$ cat src/rtl/fetch_sequencer.sv
// fetch_sequencer: instruction-fetch program counter sequencer.
// A level-sensitive Start arms the sequencer (PC and retire count cleared) and
// its falling edge launches a run. While running, the PC steps, takes absolute
// branches through a 32-entry target LUT, or stops on Halt and raises Ack.
module fetch_sequencer (
    input  logic        Clk,
    input  logic        Reset,
    input  logic        Start,
    input  logic        BranchEn,
    input  logic [4:0]  TargSel,
    input  logic        Halt,
    input  logic        LutWrEn,
    input  logic [4:0]  LutWrAddr,
    input  logic [9:0]  LutWrData,
    output logic [9:0]  ProgCtr,
    output logic        PcValid,
    output logic        Ack,
    output logic [15:0] InstCt
);

    typedef enum logic [1:0] {
        IDLE  = 2'd0,
        ARMED = 2'd1,
        RUN   = 2'd2,
        DONE  = 2'd3
    } state_t;

    state_t      r_state;
    state_t      w_stateNext;
    logic [9:0]  r_progCtr;
    logic [9:0]  w_progCtrNext;
    logic [15:0] r_instCt;
    logic [15:0] w_instCtNext;
    logic [15:0] w_instCtInc;
    logic [9:0]  r_lut [32];
    logic [9:0]  w_lutRd;

    // The LUT read is combinational, so a branch in the same cycle as a write
    // to the same entry naturally sees the old contents.
    assign w_lutRd = r_lut[TargSel];

    // The retire counter sticks at all-ones instead of wrapping.
    assign w_instCtInc = (r_instCt == 16'hFFFF) ? r_instCt : (r_instCt + 16'd1);

    assign ProgCtr = r_progCtr;
    assign InstCt  = r_instCt;
    assign PcValid = (r_state == RUN);
    assign Ack     = (r_state == DONE);

    // Next-state, next-PC and next-count decode; Start beats Halt beats branch.
    always_comb begin
        w_stateNext   = r_state;
        w_progCtrNext = r_progCtr;
        w_instCtNext  = r_instCt;
        case (r_state)
            IDLE: begin
                if (Start) begin
                    w_stateNext   = ARMED;
                    w_progCtrNext = 10'd0;
                    w_instCtNext  = 16'd0;
                end
            end
            ARMED: begin
                w_progCtrNext = 10'd0;
                w_instCtNext  = 16'd0;
                if (!Start) begin
                    w_stateNext = RUN;
                end
            end
            RUN: begin
                if (Start) begin
                    w_stateNext   = ARMED;
                    w_progCtrNext = 10'd0;
                    w_instCtNext  = 16'd0;
                end else if (Halt) begin
                    w_stateNext  = DONE;
                    w_instCtNext = w_instCtInc;
                end else if (BranchEn) begin
                    w_progCtrNext = w_lutRd;
                    w_instCtNext  = w_instCtInc;
                end else begin
                    w_progCtrNext = r_progCtr + 10'd1;
                    w_instCtNext  = w_instCtInc;
                end
            end
            DONE: begin
                if (Start) begin
                    w_stateNext   = ARMED;
                    w_progCtrNext = 10'd0;
                    w_instCtNext  = 16'd0;
                end
            end
            default: begin
                w_stateNext   = IDLE;
                w_progCtrNext = 10'd0;
                w_instCtNext  = 16'd0;
            end
        endcase
    end

    // State, PC and retire-count registers with synchronous reset.
    always_ff @(posedge Clk) begin
        if (Reset) begin
            r_state   <= IDLE;
            r_progCtr <= 10'd0;
            r_instCt  <= 16'd0;
        end else begin
            r_state   <= w_stateNext;
            r_progCtr <= w_progCtrNext;
            r_instCt  <= w_instCtNext;
        end
    end

    // Branch-target LUT: cleared by reset, writable in any state otherwise.
    always_ff @(posedge Clk) begin
        if (Reset) begin
            for (int i = 0; i < 32; i++) begin
                r_lut[i] <= 10'd0;
            end
        end else if (LutWrEn) begin
            r_lut[LutWrAddr] <= LutWrData;
        end
    end

endmodule
$ cat config.mk
export PLATFORM = sky130hd
export DESIGN_NAME = fetch_sequencer
export DESIGN_NICKNAME = d
export VERILOG_FILES = /design/src/rtl/fetch_sequencer.sv
export SDC_FILE = /design/constraint.sdc
export NUM_CORES = 1
export LEC_CHECK = 0
export CORE_MARGIN = 2
export CORE_UTILIZATION = 40
export DETAILED_ROUTE_END_ITERATION = 6
export PLACE_DENSITY = 0.54
export SETUP_SLACK_MARGIN = 0.4
export SYNTH_ARGS = -nofsm -noshare
export SYNTH_HDL_FRONTEND = slang
export SYNTH_SLANG_ARGS = --single-unit
$ cat constraint.sdc
create_clock -name Clk -period 5.1 [get_ports Clk]
set_input_delay 0.765 -clock Clk [delete_from_list [all_inputs] [get_ports Clk]]
set_output_delay 0.765 -clock Clk [all_outputs]
set_load 0.03 [all_outputs]
==> flow_summary_export.csv <==
group,metric,value,unit
run_status,status,"completed",
die,start_util,40.3,%
clock_tree,clkTransAtPathRegs,60,ps
pwr,power_density,358,mW/mm^2
logic_synthesis,synth_seq_cells,348,
sta,post-route-period-util,61.3,%
final_layout,fill_cells,3577,
die,row_count,74,
pwr,leakagePower,6.31,nW
critical_path,cp_max_fo,19,
final_layout,syn_to_final_growth,13.4,%
routing,postRouteAntennaNets,0,
global_route,grt_pass1_vias,9296,
sta,slew_violations,0,
clock_tree,cts_resized,0,
sta,hold_viol_final,0,
sta,period_minus_slack,3130,ps
place,dp_worst_setup_slack,1420,ps
final_layout,drive_gt1_share,17.5,%
pwr,ir_worst_vdd,0.000167,V
critical_path,r2r_slack,2580,ps
final_layout,final_cell_mix,"and2_1 (320), edfxtp_1 (320), mux4_2 (86)",
logic_synthesis,synth_ff_type,"edfxtp_1",
clock_tree,ctsHtreeMaxLevel,2,
clock_tree,clock_latency,550,ps
place,io_buffers,53,
routing,via_count,9334,
global_route,track_usage,20.1,%
logic_synthesis,syn_area_per_cell,14.3,sq um
sta,fin_setup_tns,0,ps
routing,routed_wl,41200,microns
place,gp_congestion,0.768,
clock_tree,cts_root_buffer,"clkbuf_16",
clock_tree,cts_tree,"done",
final_layout,n_antenna_cell,0,
critical_path,startpoint_type,"input pin",
sta,worstMarginPinSlew,1270,ps
routing,post_drt_wl_per_cell,23.9,microns
global_route,antenna_found_initial,3,
routing,drt_pass1_iterations,5,
min_path,hold_depth,2,
clock_tree,cts_buffers,39,
logic_synthesis,syn-cell-area,0.0163,sq mm
die,die_x,206,microns
critical_path,cpPeakStageDelay,1280,ps
routing,drcViolationCount,0,
logic_synthesis,synth_edf_count,320,
logic_synthesis,yosysWarnings,0,
die,io_pins,54,
clock_tree,cts_hold_buf,0,
sta,fin_ws,1970,ps
routing,dr.first_iter.drc_count,863,
die,core_area,0.0406,sq mm
sta,relSlewSlack,15.3,%
logic_synthesis,async_flop_share,0,%
logic_synthesis,synthDistinctLibCells,53,
global_route,grt_max_degree,44,
sta,max_freq,320,MHz
min_path,hp-class,"reg2reg",
die,chipHeight,206,microns
clock_tree,clock_path_buffers,3,
global_route,overflow,0,
critical_path,path_class,"in2reg",
logic_synthesis,syn-num-nets,1177,
logic_synthesis,yosysSeqAreaShare,62.3,%
critical_path,path_cells,"clkdlybuf4s50_1 > nand2_1 > o221ai_1 > o21ai_0 > nand3_1 > o311ai_0",
job,maxCapViolCount,0,
sta,clock-skew-final,15.5,ps
global_route,grt_pass1_wl,61700,microns
clock_tree,post_cts_buffers,0,
critical_path,cp.arrival,3530,ps
sta,final-setup-viol-count,0,
sta,rsz0062_at_grt,"false",
die,dieArea,0.0425,sq mm
critical_path,crit_path_end_kind,"register",
critical_path,critical_path_required,5510,ps
critical_path,r2r_cells,7,
critical_path,cp_slowest_cell,"clkdlybuf4s50_1",
clock_tree,clkSinkCount,348,
logic_synthesis,synth_cells,1146,
place,post-dp-hpwl,26100,microns
final_layout,multi_input_area,0.00571,sq mm
final_layout,seqCellArea,0.0102,sq mm
routing,viasPerCell,5.41,
final_layout,nets,1200,
critical path, delay by kind of cell:
family          cells  cell delay, ps
compound gates      3             820
simple gates        2             660
buf+inv             1            1280
state kept, by name, summed over array words and instances (netlist names):
| register | flops |
|---|---|
| InstCt | 16 |
| ProgCtr | 10 |
| r_lut | 320 |
| r_state | 2 |
power by group:
group	switching, W	internal (W)	total [W]
logic	0.000349	0.000234	0.000583
registers	0.0000565	0.00326	0.00332
clock network	0.00113	0.00161	0.00274
cell usage after synthesis (all sizes together), types with 2 or more instances:
cell / n / area share, %
a211oi: 5 / 0.23
nor2b: 4 / 0.15
ha: 5 / 0.38
o311ai: 4 / 0.21
o21ai: 15 / 0.46
inv: 7 / 0.16
mux4: 86 / 12
a22oi: 3 / 0.14
nor2: 57 / 1.3
a21oi: 9 / 0.28
nand4: 4 / 0.15
dfxtp: 28 / 3.4
edfxtp: 320 / 59
nor3b: 3 / 0.14
o221ai: 4 / 0.21
nand3: 10 / 0.31
nor4: 6 / 0.23
nand3b: 7 / 0.32
and2: 320 / 12
nand2b: 4 / 0.15
xnor2: 14 / 0.75
o211ai: 2 / 0.092
a2111oi: 2 / 0.11
a31oi: 2 / 0.077
a221oi: 2 / 0.11
o21a: 2 / 0.092
clkbuf: 82 / 1.9
buf: 19 / 0.76
or3: 5 / 0.19
and3: 8 / 0.31
o22ai: 5 / 0.19
nand2: 25 / 0.57
mux2i: 19 / 1.2
a32oi: 3 / 0.16
or2: 35 / 1.3
and4: 2 / 0.11
nor3: 5 / 0.15
a311oi: 2 / 0.11
metrics by stage:
stage / total power [W] / cells / instance area, sq um / hold WS (ps) / util [%]
6_report: 0.00664 / 1726 / 18500 / 509 / 45.7
4_1_cts: 0.00670 / 1726 / 18500 / 508 / 45.7
2_1_floorplan: 0.00374 / 1146 / 16300 / 562 / -
3_5_place_dp: 0.00396 / 1660 / 17300 / 493 / 42.7
5_1_grt: 0.00685 / 1726 / 18500 / 543 / 45.7
3_3_place_gp: 0.00396 / 1660 / 17300 / 492 / 42.7
cells by family after synthesis:
family	Yosys count	share of synthesized area, %
AO/OA/AOI/OAI	65	2.74
buffers and inverters	108	2.80
multiplexers	106	13.1
adder cells (fa/ha/maj)	5	0.383
AND/OR/NAND/NOR	499	17.9
XOR/XNOR	15	0.804
flip-flops	348	62.3
final timing paths:
kind / from / end
setup reg to reg: r_state[0] / ProgCtr[5]
hold / removal: InstCt[6] / InstCt[6]
hold reg to reg: InstCt[6] / InstCt[6]
setup / recovery: TargSel[4] / ProgCtr[9]
layer usage:
layer / global-route usage (%) / up-vias / part of all wire, %
li1: - / 4222 / -
met1: 29.5 / 4790 / 46
met2: 31.3 / 281 / 47
met3: 3.31 / 37 / 6.0
met4: 5.00 / 4 / 1.2
met5: 0 / - / 0.058
final cells by class:
| class | instances | area share (%) |
|---|---|---|
| flip-flops and latches | 348 | 54.9 |
| repair buffers | 83 | 3.97 |
| clock buffers | 47 | 5.66 |
| multi-input cells | 690 | 30.8 |
| well taps | 532 | 3.59 |
| inverters | 7 | 0.142 |
| clock inverters | 19 | 0.885 |
Note: power is estimated with default switching activity, not from simulation.
